[config.mk]
export PLATFORM = sky130hd
export DESIGN_NAME = led_matrix_bcm
export DESIGN_NICKNAME = d
export VERILOG_FILES = /design/src/rtl/led_matrix_bcm.sv
export SDC_FILE = /design/constraint.sdc
export NUM_CORES = 1
export LEC_CHECK = 0
export ABC_AREA = 0
export CAP_MARGIN = 20
export CELL_PAD_IN_SITES_DETAIL_PLACEMENT = 0
export CELL_PAD_IN_SITES_GLOBAL_PLACEMENT = 1
export CORE_MARGIN = 4
export CORE_UTILIZATION = 43
export DETAILED_ROUTE_END_ITERATION = 12
export PLACE_DENSITY = 0.85
export SYNTH_ARGS = -nofsm -noshare
export SYNTH_HDL_FRONTEND = slang
export SYNTH_SLANG_ARGS = --single-unit
[constraint.sdc]
create_clock -name clk -period 5.1 [get_ports clk]
set_input_delay 1.02 -clock clk [delete_from_list [all_inputs] [get_ports clk]]
set_output_delay 1.02 -clock clk [all_outputs]
set_load 0.1 [all_outputs]
[src/rtl/led_matrix_bcm.sv]
// led_matrix_bcm: HUB75 scan driver with bit-angle modulation (BCM).
// Pixels are fetched from an external synchronous frame store one column at a time.
// Each row is shifted out DEPTH times, once per bit plane, and each plane is lit
// for BASE_ON << plane cycles, which gives 2^DEPTH intensity levels per colour.
// Optional feature: define LED_MATRIX_BRIGHT_EN to add a global brightness input
// bright[7:0] that shortens the OE-low part of every SHOW window.
module led_matrix_bcm #(
    parameter int COLS      = 32,
    parameter int SCAN_ROWS = 16,
    parameter int ROW_W     = 4,
    parameter int COL_W     = 5,
    parameter int DEPTH     = 4,
    parameter int SETTLE    = 8,
    parameter int BASE_ON   = 16
) (
    input  logic                 clk,
    input  logic                 reset_n,
    input  logic                 enable,
    output logic [ROW_W-1:0]     pix_row,
    output logic [COL_W-1:0]     pix_col,
    input  logic [3*DEPTH-1:0]   pix_up_rgb,
    input  logic [3*DEPTH-1:0]   pix_dn_rgb,
`ifdef LED_MATRIX_BRIGHT_EN
    input  logic [7:0]           bright,
`endif
    output logic                 R0,
    output logic                 G0,
    output logic                 B0,
    output logic                 R1,
    output logic                 G1,
    output logic                 B1,
    output logic                 LED_CLK,
    output logic                 STB,
    output logic                 OE,
    output logic [ROW_W-1:0]     sel_ABCD,
    output logic                 frame_done
);

    localparam int PL_W = (DEPTH > 1) ? $clog2(DEPTH) : 1;
    localparam int DL_W = $clog2(SETTLE + 1) + 1;
    // Wide enough to hold BASE_ON << (DEPTH-1) without truncation.
    localparam int ON_W = $clog2((BASE_ON << (DEPTH - 1)) + 1);

    localparam logic [COL_W-1:0] LAST_COL   = COL_W'(COLS - 1);
    localparam logic [ROW_W-1:0] LAST_ROW   = ROW_W'(SCAN_ROWS - 1);
    localparam logic [PL_W-1:0]  LAST_PLANE = PL_W'(DEPTH - 1);
    localparam logic [DL_W-1:0]  SETTLE_LD  = DL_W'(SETTLE);

    typedef enum logic [2:0] {
        S_IDLE   = 3'd0,
        S_READ   = 3'd1,
        S_SHIFT1 = 3'd2,
        S_SHIFT2 = 3'd3,
        S_BLANK  = 3'd4,
        S_LATCH  = 3'd5,
        S_SHOW   = 3'd6
    } state_t;

    state_t           state_r, state_nxt_s;
    logic [ROW_W-1:0] row_r, row_nxt_s;
    logic [COL_W-1:0] col_r, col_nxt_s;
    logic [PL_W-1:0]  plane_r, plane_nxt_s;
    logic [DL_W-1:0]  delay_r, delay_nxt_s;
    logic [ON_W-1:0]  on_cnt_r, on_cnt_nxt_s;
    logic [ON_W-1:0]  on_len_s;
    logic [5:0]       rgb_r, rgb_nxt_s;          // {R0,G0,B0,R1,G1,B1}
    logic [ROW_W-1:0] sel_r, sel_nxt_s;
    logic             led_clk_r, led_clk_nxt_s;
    logic             stb_r, stb_nxt_s;
    logic             oe_r, oe_nxt_s;
    logic             done_r, done_nxt_s;

`ifdef LED_MATRIX_BRIGHT_EN
    logic [ON_W-1:0]  oe_left_r, oe_left_nxt_s;
    logic [ON_W+7:0]  bright_prod_s;
    logic [ON_W-1:0]  bright_on_s;
`endif

    // Select bit p of each colour channel of a packed {R,G,B} pixel.
    function automatic logic [2:0] plane_bits(input logic [3*DEPTH-1:0] pix,
                                              input logic [PL_W-1:0]    p);
        logic [DEPTH-1:0] r_s;
        logic [DEPTH-1:0] g_s;
        logic [DEPTH-1:0] b_s;
        r_s = pix[2*DEPTH +: DEPTH];
        g_s = pix[DEPTH +: DEPTH];
        b_s = pix[0 +: DEPTH];
        return {r_s[p], g_s[p], b_s[p]};
    endfunction

    assign on_len_s = ON_W'(BASE_ON) << plane_r;

`ifdef LED_MATRIX_BRIGHT_EN
    // Scaled OE-low length for the current plane: (on_len * bright) >> 8.
    always_comb begin
        bright_prod_s = (ON_W+8)'(on_len_s) * (ON_W+8)'(bright);
        bright_on_s   = bright_prod_s[ON_W+7:8];
    end
`endif

    // Next-state and next-output logic for the scan sequencer.
    always_comb begin
        state_nxt_s   = state_r;
        row_nxt_s     = row_r;
        col_nxt_s     = col_r;
        plane_nxt_s   = plane_r;
        delay_nxt_s   = delay_r;
        on_cnt_nxt_s  = on_cnt_r;
        rgb_nxt_s     = rgb_r;
        sel_nxt_s     = sel_r;
        led_clk_nxt_s = led_clk_r;
        stb_nxt_s     = stb_r;
        oe_nxt_s      = oe_r;
        done_nxt_s    = 1'b0;
`ifdef LED_MATRIX_BRIGHT_EN
        oe_left_nxt_s = oe_left_r;
`endif
        case (state_r)
            S_IDLE: begin
                oe_nxt_s      = 1'b1;
                led_clk_nxt_s = 1'b0;
                if (enable) begin
                    state_nxt_s = S_READ;
                    row_nxt_s   = '0;
                    col_nxt_s   = '0;
                    plane_nxt_s = '0;
                end else begin
                    state_nxt_s = S_IDLE;
                end
            end
            S_READ: begin
                // Address is already on pix_row/pix_col; RAM answers next cycle.
                led_clk_nxt_s = 1'b0;
                state_nxt_s   = S_SHIFT1;
            end
            S_SHIFT1: begin
                rgb_nxt_s   = {plane_bits(pix_up_rgb, plane_r), plane_bits(pix_dn_rgb, plane_r)};
                state_nxt_s = S_SHIFT2;
            end
            S_SHIFT2: begin
                led_clk_nxt_s = 1'b1;
                if (col_r == LAST_COL) begin
                    col_nxt_s   = '0;
                    oe_nxt_s    = 1'b1;
                    delay_nxt_s = SETTLE_LD;
                    state_nxt_s = S_BLANK;
                end else begin
                    col_nxt_s   = col_r + COL_W'(1);
                    state_nxt_s = S_READ;
                end
            end
            S_BLANK: begin
                led_clk_nxt_s = 1'b0;
                if (delay_r == '0) begin
                    stb_nxt_s   = 1'b1;
                    sel_nxt_s   = row_r;
                    delay_nxt_s = SETTLE_LD;
                    state_nxt_s = S_LATCH;
                end else begin
                    delay_nxt_s = delay_r - DL_W'(1);
                end
            end
            S_LATCH: begin
                if (delay_r == '0) begin
                    stb_nxt_s    = 1'b0;
                    on_cnt_nxt_s = on_len_s - ON_W'(1);
                    state_nxt_s  = S_SHOW;
`ifdef LED_MATRIX_BRIGHT_EN
                    if (bright_on_s == '0) begin
                        oe_nxt_s      = 1'b1;
                        oe_left_nxt_s = '0;
                    end else begin
                        oe_nxt_s      = 1'b0;
                        oe_left_nxt_s = bright_on_s - ON_W'(1);
                    end
`else
                    oe_nxt_s     = 1'b0;
`endif
                end else begin
                    delay_nxt_s = delay_r - DL_W'(1);
                end
            end
            S_SHOW: begin
                if (on_cnt_r == '0) begin
                    oe_nxt_s = 1'b1;
                    if (plane_r != LAST_PLANE) begin
                        plane_nxt_s = plane_r + PL_W'(1);
                        state_nxt_s = S_READ;
                    end else begin
                        plane_nxt_s = '0;
                        if (row_r == LAST_ROW) begin
                            // Frame wraps here; enable decides whether another frame runs.
                            row_nxt_s   = '0;
                            done_nxt_s  = 1'b1;
                            state_nxt_s = enable ? S_READ : S_IDLE;
                        end else begin
                            row_nxt_s   = row_r + ROW_W'(1);
                            state_nxt_s = S_READ;
                        end
                    end
                end else begin
                    on_cnt_nxt_s = on_cnt_r - ON_W'(1);
`ifdef LED_MATRIX_BRIGHT_EN
                    if (oe_left_r == '0) begin
                        oe_nxt_s = 1'b1;
                    end else begin
                        oe_left_nxt_s = oe_left_r - ON_W'(1);
                    end
`endif
                end
            end
            default: begin
                state_nxt_s = S_IDLE;
                oe_nxt_s    = 1'b1;
            end
        endcase
    end

    // State and output registers; reset forces a dark, idle panel immediately.
    always_ff @(posedge clk or negedge reset_n) begin
        if (!reset_n) begin
            state_r   <= S_IDLE;
            row_r     <= '0;
            col_r     <= '0;
            plane_r   <= '0;
            delay_r   <= '0;
            on_cnt_r  <= '0;
            rgb_r     <= 6'b000000;
            sel_r     <= '0;
            led_clk_r <= 1'b0;
            stb_r     <= 1'b0;
            oe_r      <= 1'b1;
            done_r    <= 1'b0;
`ifdef LED_MATRIX_BRIGHT_EN
            oe_left_r <= '0;
`endif
        end else begin
            state_r   <= state_nxt_s;
            row_r     <= row_nxt_s;
            col_r     <= col_nxt_s;
            plane_r   <= plane_nxt_s;
            delay_r   <= delay_nxt_s;
            on_cnt_r  <= on_cnt_nxt_s;
            rgb_r     <= rgb_nxt_s;
            sel_r     <= sel_nxt_s;
            led_clk_r <= led_clk_nxt_s;
            stb_r     <= stb_nxt_s;
            oe_r      <= oe_nxt_s;
            done_r    <= done_nxt_s;
`ifdef LED_MATRIX_BRIGHT_EN
            oe_left_r <= oe_left_nxt_s;
`endif
        end
    end

    assign pix_row    = row_r;
    assign pix_col    = col_r;
    assign R0         = rgb_r[5];
    assign G0         = rgb_r[4];
    assign B0         = rgb_r[3];
    assign R1         = rgb_r[2];
    assign G1         = rgb_r[1];
    assign B1         = rgb_r[0];
    assign LED_CLK    = led_clk_r;
    assign STB        = stb_r;
    assign OE         = oe_r;
    assign sel_ABCD   = sel_r;
    assign frame_done = done_r;

endmodule

# After elaboration in Yosys (flattened, before gate mapping)
# Cells that the tools add are included.
[word_totals]
ff_bits = 41
in_bits = 27
word_cells = 108
out_inout_bits = 23
[classes]
n_eq_ne = 17
muxes = 50
shift = 1
bitwise = 1
reduce_logical = 20
addsub = 6
n_lt_le_gt_ge = 1
[ops]
columns = ["op", "count"]
rows = [
  ["$mux 5", 5],
  ["$pmux 3 s7", 1],
  ["$mux 3", 6],
  ["$ne 2x2->1 const B", 9],
  ["$mux 4", 4],
  ["$mux 8", 2],
  ["$pmux 8 s2", 1],
  ["$sub 8x1->8 const B", 2],
  ["$mux 1", 15],
  ["$pmux 5 s3", 1],
  ["$reduce_and 3->1", 5],
  ["$bmux 1 s2", 6],
  ["$pmux 5 s2", 1],
  ["$reduce_bool 2->1", 5],
  ["$eq 3x3->1 const B", 3],
  ["$logic_not 8->1", 1],
  ["$pmux 4 s2", 1],
  ["$reduce_and 4->1", 2],
  ["$shl 5x2->8 const A", 1],
  ["$eq 3x2->1 const B", 2],
  ["$mux 2", 3],
  ["$reduce_or 3->1", 2],
  ["$add 5x1->5 const B", 1],
  ["$eq 5x5->1 const B", 1],
  ["14 further kinds", 16],
]

# Depth between registers and ports, before layout
[depth]
depth_word = 5
depth_mapped = 9
ltp_nobuf = 7

# Worst setup path before layout
# Ideal clock, no wire load.
[synth_path]
path_type = "register -> register"
startpoint = "reg col_r[0] (netlist: pix_col[0])"
endpoint = "reg delay_r[4]"
arrival_ps = 2571
setup_time_ps = 125
path_slack_ps = 2404
t_required_ps = 4975
synth_period_minus_slack_ps = 2696
stages_incl_launch_ff = 7
n_path_buf = 0
cell_sequence = "dfrtp_1 > ha_1 > and3_1 > ha_1 > nand4b_2 > a2111oi_2 > mux2_4"
[synth_between]
elab_chain_cells = 3
[synth_lines]
columns = ["element", "line", "text"]
rows = [
  ["start, declared", "61", "logic [COL_W-1:0] col_r, col_nxt_s;"],
  ["start signal, assigned", "240", "col_r <= col_nxt_s;"],
  ["$eq 5x5->1", "142", "if (col_r == LAST_COL) begin"],
  ["$ne 2x2->1 (no line)", "-", ""],
  ["$reduce_and 3->1 (no line)", "-", ""],
  ["end signal, assigned", "242", "delay_r <= delay_nxt_s;"],
  ["end, declared", "63", "logic [DL_W-1:0] delay_r, delay_nxt_s;"],
]
# No other way between the ends.
# A chain may end at the register's enable or synchronous reset.

# Worst setup path in the final report
[layout_path]
startpoint = "reg oe_r (netlist: OE)"
endpoint = "out OE"
[layout_lines]
columns = ["element", "line", "text"]
rows = [
  ["start, declared", "70", "logic oe_r, oe_nxt_s;"],
  ["start signal, assigned", "248", "oe_r <= oe_nxt_s;"],
  ["end, declared", "34", "output logic OE,"],
]
# No word-level cell between the ends.

==> out/metrics.csv <==
metric;value;unit
status;finished clean;
p_total;0.754;mW
ioPinCount;50;
dp_cells;360;
cts_max_path_buffers;2;
portBuffers;49;
final.min_clock_period;2.98;ns
cp_max_fo;3;
slew_headroom;33.4;%
crit_buf_inv;1;
synth.yosys.seq_area_share;40.0;%
place.gp.congestion;0.789;
worstMarginPinSlew;0.996;ns
numCtsBuffers;5;
synth_top_area_share;38.9;%
antenna_found_initial;0;
setup_ws;2.12;ns
cts_max_level;2;
final.setup.tns;0;ns
critPathSlowestCell;clkdlybuf4s50_1;
grt_pass1_vias;2069;
synth_flop_cell;dfrtp_1;
p_clk_share;40.7;%
yosysUniqueCellTypes;64;
dieWidth;85.3;um
routed_via_density;5.61;
yosys_register_bits;41;
cp_cell_sequence;clkdlybuf4s50_1;
wl_per_cell;15.2;um
cts_tree;done;
hp-start;STB$_DFFE_PN0P_;
reg2reg_depth;4;
totalWireLength;5600;um
r2r-end;on_cnt_r[7]$_DFFE_PN0P_;
die_area;7280;sq um
post_cts_resized;0;
synthArstFlopShare;100;%
yosys.area.top_type;dfrtp_1;
start_util;45.6;%
ir_drop;0.134;mV
period_share;58.5;%
yosys_warnings;0;
min_path_cells;1;
drc_errors;0;
coreArea;5640;sq um
final_hold_viol_count;0;
hpwlAfterDp;4180;um
p_per_area;234;nW/um^2
internal_power;0.568;mW
worst_hold_path.endpoint;STB$_DFFE_PN0P_;
drtAntennaViolNets;0;
synth_area;2570;sq um
dp_slack;2.32;ns
cts_root_buffer;clkbuf_8;
drv_cap;0;
cts.sinks;41;
synth_commonest_cells;dfrtp_1, o21ai_0, inv_1, nand2_1, a21oi_1;
startpoint_type;register;
synth_edf_count;0;
setup_viol_count_final;0;
syn_inst;252;
first_pass_iters;4;
clkLatencyLatePin;0.29;ns
p_seq_share;45.2;%
num_vias;2064;
grt_pass1_wl;10100;um
die-height;85.3;um
syn_nets;289;
swShare;24.6;%
p_sw;0.186;mW
cts_setup_buffers;0;
fmax;0.335;GHz
area_growth;25.3;%
criticalPathCategory;register to output pin;
finalMaxSlewViolations;0;
cp_slowest_stage_delay;1.13;ns
skew;0.00902;ns
diodes;0;
r2r_slack;2.44;ns
fin_cells;368;
clk_pin_slew;0.08;ns
pwr-share-comb;14.1;%
leakagePower;1.36;nW
cp_top_family;buffers and inverters;
cp.arrival;1.96;ns
hp-class;register to register;
grtUsageTotal;16.8;%
grt.overflow.total;0;
crit_path_end_kind;output pin;
yosys-top-cells-area;dfrtp_1, mux4_2, ha_1, mux2_2, o21ai_0;
syn_area_per_cell;10.2;sq um
hold_buffers;0;
rsz0062_at_grt;no;
dr.first_iter.drc_count;99;
yosysMostFrequentCell;dfrtp_1;
layout-drive-gt1-share;14.5;%
required;4.08;ns
final_nets;332;
rows;27;
grt_max_degree;42;
rr_startpoint;state_r[1]$_DFFE_PN0P_;
==> logic make-up (layout without fill, tap and decap cells) <==
family                   Yosys count  count (layout)  share of synthesized area, %
AO/OA/AOI/OAI                     68              68                          18.3
buffers and inverters             31              75                          4.91
AND/OR/NAND/NOR                   78              78                          18.9
multiplexers                      21              21                          12.0
flip-flops                        41              41                          40.0
XOR/XNOR                           3               3                          1.02
adder cells (fa/ha/maj)           10              10                          4.87
==> placed cells by master, fill, tap and decap left out, types with 4 or more instances in the layout <==
cell	netlist	routed
and3_1	4	4
a21o_1	5	5
nor2_1	14	14
nand3_1	6	6
o21ai_0	19	19
nand2_1	16	16
mux2_2	11	11
dfrtp_1	40	40
nor3_1	4	4
clkdlybuf4s50_1	0	48
ha_1	10	10
a21oi_1	15	15
inv_1	18	18
mux4_2	6	6
clkbuf_8	0	5
==> area by class of cell <==
cell class                 count  area, sq um
clock buffer                   5         68.8
multi-input combinational    180         1420
timing repair buffer          49          485
sequential                    41         1030
inverter                      18         67.6
clock inverter                 3         65.1
fill                         501         2420
tap                           72         90.1
==> per-stage QoR <==
| step | hold slack, ns | util, % | instance area [sq um] |
|---|---|---|---|
| CTS | 0.493 | 57.1 | 3220 |
| detailed placement | 0.474 | 54.7 | 3090 |
| floorplan | 0.499 | - | 2570 |
| global route | 0.510 | 57.1 | 3220 |
| finish | 0.502 | 57.1 | 3220 |
| global placement | 0.465 | 54.7 | 3090 |
==> state kept, by name, summed over array words and instances (netlist names) <==
register / count
frame_done: 1
sel_ABCD: 4
plane_r: 2
state_r: 3
pix_col: 5
STB: 1
pix_row: 4
on_cnt_r: 8
OE: 1
delay_r: 5
LED_CLK: 1
rgb_r: 6
==> metal layers <==
| metal | part of all wire, % | track usage (%) | vias up | wire length [um] |
|---|---|---|---|---|
| li1 | - | - | 1021 | - |
| met1 | 46 | 22.8 | 999 | 2560 |
| met2 | 49 | 27.8 | 39 | 2770 |
| met3 | 3.9 | 3.30 | 5 | 218 |
| met4 | 0.95 | 3.88 | 0 | 53 |
| met5 | 0 | 0 | - | 0 |
==> power by group through the flow <==
stage	sequential (mW)	combinational, mW	clock (mW)
after floorplan	0.390	0.0212	0
after global placement	0.347	0.107	0
after detailed placement	0.347	0.107	0
after CTS	0.341	0.107	0.316
after global routing	0.342	0.112	0.331
final	0.341	0.106	0.307
==> worst max-delay path by stage <==
stage                                 startpoint                     end  cells after the start  slack [ns]
after floorplan           pix_col[0]$_DFFE_PN0P_  delay_r[4]$_DFFE_PN0P_                      6        2.40
after global placement                    enable  pix_row[2]$_DFFE_PN0P_                      5        2.36
after detailed placement                  enable  pix_row[0]$_DFFE_PN0P_                      5        2.32
after CTS                         OE$_DFFE_PN1P_                      OE                      1        2.10
after global routing              OE$_DFFE_PN1P_                      OE                      1        2.06
final                             OE$_DFFE_PN1P_                      OE                      1        2.12
Power figures use the tool's default switching activity.
==> variant 1 (same settings) <==
Encoding of `state_t`: now Gray code (3 bits for 7 states).
--- a/src/rtl/led_matrix_bcm.sv
+++ b/src/rtl/led_matrix_bcm.sv
@@ -49,9 +49,9 @@
     typedef enum logic [2:0] {
-        S_IDLE   = 3'd0,
-        S_READ   = 3'd1,
-        S_SHIFT1 = 3'd2,
-        S_SHIFT2 = 3'd3,
-        S_BLANK  = 3'd4,
-        S_LATCH  = 3'd5,
-        S_SHOW   = 3'd6
+        S_IDLE   = 3'b000,
+        S_READ   = 3'b001,
+        S_SHIFT1 = 3'b011,
+        S_SHIFT2 = 3'b010,
+        S_BLANK  = 3'b110,
+        S_LATCH  = 3'b111,
+        S_SHOW   = 3'b101
     } state_t;
Check against the original RTL: no difference found for any inputs over 10 cycles, from zero or initial values and one cycle with reset_n low; not proved beyond that.
==> variant 1 against the unedited design <==
Final area down 7.8%. Global-route usage down 0.077 points. Cell count down 5.4%. Worst setup slack about the same. Core utilization about the same. Combinational power down 29%. Area after synthesis down 8.5%. Clock skew down 0.0050 ns. Routed wire length down 5.8%. Sequential cell count unchanged. Power down 15%. Largest cell class unchanged. Sequential power down 3%. Synthesized cell count down 7.1%. Non-clock buffer count unchanged.
==> variant 1: results (changes against the unedited design) <==
Clock tree
  – Worst-Skew Late Latency: 0.30 ns
  – TritonCTS Buffers: 5 (unchanged)
  – Max Buffers Root-to-Sink: 2 (unchanged)
  – Resize count post-CTS: 0 (unchanged)
  – # H-tree levels: 2 (unchanged)
  – Post-CTS Setup Inserts: 0 (unchanged)
  – Clk pin slew, worst setup/hold paths: 0.07 ns

Timing
  – Worst-Margin Slew: 0.985 ns (-0.0102 ns)
  – Clk_skew: 0.00398 ns (-0.00505 ns)

Layout
  – Filler instances: 473 (-5.6%)
  – Nets: 314 (-5.4%)
  – Share of cells above drive strength 1: 12.2% (-2.3 points)
  – Diodes inserted: 0 (unchanged)

Global routing
  – Antenna violations before repair: 0 (unchanged)
  – Met2 Usage GRT: 25.1% (-2.6 points)
  – First-pass GRT wire length: 8660 um (-14%)
  – Met1 GRT Util: 23.1% (+0.25 points)
  – GRT Util Overall: 16.8% (-0.077 points)
  – Largest net degree at the start of global routing: 42 (unchanged)
  – Met3 usage: 4.71% (+1.4 points)
  – GR peak layer: met2
  – Vias in the first global route: 1,813 (-12%)

Power
  – Peak supply drop: 0.000137 V (+2.2%)
  – Lkg Pwr: 1.26 nW (-7.3%)

Logic synthesis
  – Commonest cells in the synthesized netlist: dfrtp_1, o21ai_0, nand2_1
  – Synth unique cells: 48 (-25%)
  – Syn_nets: 271 (-6.2%)
  – Top_reg_cell synth: dfrtp_1
  – Top cells by area, synth: dfrtp_1, mux4_2, ha_1
  – Xor/xnor share of the synthesized area: 1.49% (+0.47 points)
  – Post-Synth Adder-Cell Area: 5.32% (+0.45 points)
  – FFs w/ async S/R, synth: 100% (unchanged)
  – Post-synthesis compound-gate area fraction: 18.2% (-0.16 points)
  – Mux contribution to synthesized area: 11.4% (-0.59 points)
  – Seq/Total Area, Yosys: 43.6% (+3.7 points)
  – YS warnings: 0 (unchanged)

Run status
  – Status: finished clean

Setup path
  – CP max stage delay: 1.13 ns (about the same)
  – Crit-path slowest cell: clkdlybuf4s50_1
  – Crit Path Max Fanout: 3 (unchanged)
  – Crit-path leading delay family: buffers and inverters

Placed design
  – PortBufs: 49 (unchanged)
  – GPL Wtd Cong: 0.776 (-1.7%)
  – DP Worst Slack: 2.14 ns (-0.186 ns)
  – Placed Area: 2870 um2 (-7.1%)
  – Dpl hpwl: 3700 um (-12%)

Worst hold path
  – Worst Hold Class: flip-flop to flip-flop

Detailed routing
  – Vias per inst: 5.60 (-0.20%)
  – Initial DRC Count: 114 (+15%)
  – Final WL: 5270 um (-5.8%)
  – Pre-Repair DR Iteration Count: 4 (unchanged)
-- variant 1: through the flow --
step	hold WS, ns	cells
2_1_floorplan	0.470	234
3_5_place_dp	0.472	340
4_1_cts	0.490	348
6_report	0.483	348
3_3_place_gp	0.469	340
5_1_grt	0.516	348
-- variant 1: logic make-up (layout without fill, tap and decap cells) --
family	count (synthesis)	in the layout
AND/OR/NAND/NOR	73	73
multiplexers	18	18
flip-flops	41	41
buffers and inverters	20	64
adder cells (fa/ha/maj)	10	10
XOR/XNOR	4	4
AO/OA/AOI/OAI	68	68
-- variant 1: layout make-up --
cell class                 instances  area, um2  area share, %
multi-input combinational        173       1240           41.8
sequential                        41       1030           34.6
timing repair buffer              49        485           16.3
clock buffer                       7       96.3           3.24
tap                               70       87.6           2.95
inverter                           7       26.3          0.885
clock inverter                     1       5.00          0.168
-- variant 1: report_power, final --
group / internal [mW] / switching (mW)
Clock: 0.122 / 0.113
Sequential: 0.329 / 0.00336
Combinational: 0.0331 / 0.0421
-- variant 1: worst reg2reg max path, cell delays in order, from the launching register on --
cell      delay (ns)
dfrtp_1         0.73
nand3b_1        0.57
nor4_1          0.90
and3_2          0.31
-- variant 1: routing by layer --
layer,share of wire (%),wire length (um),up-vias
met1,48,2530,916
met5,0,0,-
met4,1.5,78,0
met2,43,2260,60
li1,-,-,962
met3,7.7,406,10
-- variant 1: path summary, 6_finish.rpt --
check | startpoint | slack, ns | to | depth (start not counted)
max in group asynchronous | reset_n | 3.67 | delay_r[1] | 1
worst max-delay path | OE | 2.12 | OE | 1
worst min-delay path | STB | 0.48 | STB | 2
worst min register to register | STB | 0.48 | STB | 2
min in group asynchronous | reset_n | 0.85 | rgb_r[2] | 1
worst max register to register | state_r[2] | 2.53 | frame_done | 3
==> variant 2 (config.mk and constraints unchanged) <==
Without the edit above. Add a define of `LED_MATRIX_BRIGHT_EN`.
--- a/src/rtl/led_matrix_bcm.sv
+++ b/src/rtl/led_matrix_bcm.sv
@@ -6,2 +6,4 @@
 // bright[7:0] that shortens the OE-low part of every SHOW window.
+`define LED_MATRIX_BRIGHT_EN
+
 module led_matrix_bcm #(
Ports: changed (added bright); port bits go from 50 to 58. The function was not compared with the original's and may differ.
==> variant 2 against the unedited design <==
Non-clock buffer count grew 46. Critical path type is now input pin to flip-flop. Final area grew 68%. Sequential cell count is 8 higher. Critical endpoint is now oe_left_r[7]. Highest routed layer unchanged. Clock power down 5%. Largest cell class unchanged. Area after synthesis increased by 65%. Power rose by 6.6%. Routed wire length increased by 81%. Worst setup slack got worse by 2.0 ns.
==> variant 2: results (changes against the unedited design) <==
Run status
  – Status: finished clean

Setup path
  – FF-to-FF path depth: 15 (+11)
  – Crit path DAT: 5.18 ns (+3.22 ns)
  – Worst R2R End: oe_left_r[7]
  – Flop2flop setup slack: 0.45 ns (-1.99 ns)
  – Crit-path slowest cell: fa_1
  – Crit-path leading delay family: adder cells
  – Startpoint of the worst-slack reg-to-reg timing path: plane_r[0]
  – Crit Path Max Fanout: 7 (+4)
  – CP max stage delay: 0.54 ns (-0.59 ns)

Timing
  – Slew HR: 34.0% (+0.58 points)
  – Clk_skew: 0.0153 ns (+0.00630 ns)

Global routing
  – Met2 Usage GRT: 33.0% (+5.2 points)
  – Met1 GRT Util: 23.6% (+0.79 points)
  – Met3 usage: 1.98% (-1.3 points)
  – Vias in the first global route: 3,682 (+78%)
  – GRT Util Overall: 18.2% (+1.4 points)
  – Largest net degree at the start of global routing: 50 (+19%)
  – First-pass GRT wire length: 17,300 um (+72%)

Power
  – Peak supply drop: 0.0000807 V (-40%)
  – Sw frac: 24.2% (-0.48 points)
  – Lkg Pwr: 2.47 nW (+82%)

Placed design
  – DP Worst Slack: -0.403 ns (-2.73 ns)
  – Dpl hpwl: 8080 um (+93%)
  – PortBufs: 57 (+16%)

Worst hold path
  – Hold Path Stages: 2 (+1)

Layout
  – Largest registers: oe_left_r x8, on_cnt_r x8, rgb_r x6
  – Share of cells above drive strength 1: 15.7% (+1.2 points)
  – Filler instances: 878 (+75%)
  – Nets: 642 (+93%)

Logic synthesis
  – Seq/Total Area, Yosys: 28.9% (-11 points)
  – Top cells by area, synth: dfrtp_1, ha_1, fa_1
  – Syn_nets: 557 (+93%)
  – Commonest cells in the synthesized netlist: nand2_1, dfrtp_1, ha_1

Detailed routing
  – Vias per inst: 5.47 (-2.4%)
  – Detail-routed net length per standard cell: 14.8 um (-2.9%)
  – Initial DRC Count: 217 (+120%)

Clock tree
  – Worst-Skew Late Latency: 0.31 ns (+0.02 ns)
variant 2: cell count changes after synthesis, sizes merged, moves of 9 or more:
cell   unedited run  this run
and2              2        23
nand2            16        50
nor2             16        36
o21ai            22        31
inv              18        38
ha               10        42
fa                0        12
variant 2: per-stage QoR:
step / setup TNS [ns] / util, % / std cells / hold slack (ns) / area (um2)
after global placement: -2.38 / 53.4 / 678 / 0.466 / 5180
after floorplan: 0 / - / 468 / 0.472 / 4250
after detailed placement: -2.98 / 53.4 / 678 / 0.472 / 5180
final: 0 / 55.8 / 687 / 0.480 / 5400
after CTS: 0 / 54.8 / 686 / 0.493 / 5310
after global routing: -0.0236 / 55.8 / 687 / 0.524 / 5400
variant 2: timing repair:
action                     4_1_cts  5_1_grt
resized for setup                2       11
pin swaps                        1        6
setup endpoints to repair        8        9
cloned                           0        0
setup buffers                    0        1
variant 2: power by group through the flow:
| stage | registers (mW) | clock network, mW | logic, mW |
|---|---|---|---|
| after floorplan | 0.417 | 0 | 0.0389 |
| after global placement | 0.399 | 0 | 0.115 |
| after detailed placement | 0.399 | 0 | 0.116 |
| after CTS | 0.392 | 0.296 | 0.118 |
| after global routing | 0.392 | 0.315 | 0.132 |
| final | 0.392 | 0.292 | 0.120 |
variant 2: metal layers:
metal	vias up	wire length [um]
met5	-	0
met4	0	95
met3	8	364
met2	76	5310
met1	1833	4380
li1	1843	-
variant 2: how the worst max path moves through the flow:
stage                     from      endpoint  slack (ns)  cells past startpoint
floorplan           plane_r[0]  oe_left_r[7]        0.04                     17
global placement     bright[7]  oe_left_r[7]       -0.33                     14
detailed placement   bright[7]  oe_left_r[7]       -0.40                     14
CTS                  bright[7]  oe_left_r[7]        0.02                     14
global route         bright[6]  oe_left_r[7]       -0.02                     14
finish               bright[5]  oe_left_r[7]         0.1                     14
variant 2: logic make-up after synthesis:
kind of cell / synth area share (%)
AND/OR/NAND/NOR: 20.2
flip-flops: 28.9
multiplexers: 6.56
XOR/XNOR: 2.88
adder cells (fa/ha/maj): 18.0
buffers and inverters: 5.33
AO/OA/AOI/OAI: 18.1
variant 2: cell type report:
cell class / instances / area [um2] / share of cell area (%)
clock buffers: 6 / 82.6 / 1.53
repair buffers: 95 / 851 / 15.7
flip-flops and latches: 49 / 1230 / 22.7
inverters: 38 / 143 / 2.64
well taps: 133 / 166 / 3.08
multi-input cells: 364 / 2900 / 53.6
clock inverters: 2 / 37.5 / 0.695
variant 2: tightest hold or removal path, delay by kind of cell, from the launching register on:
| kind | cells | cell delay (ns) |
|---|---|---|
| DFF | 1 | 0.35 |
| and+or+nand+nor | 2 | 0.10 |
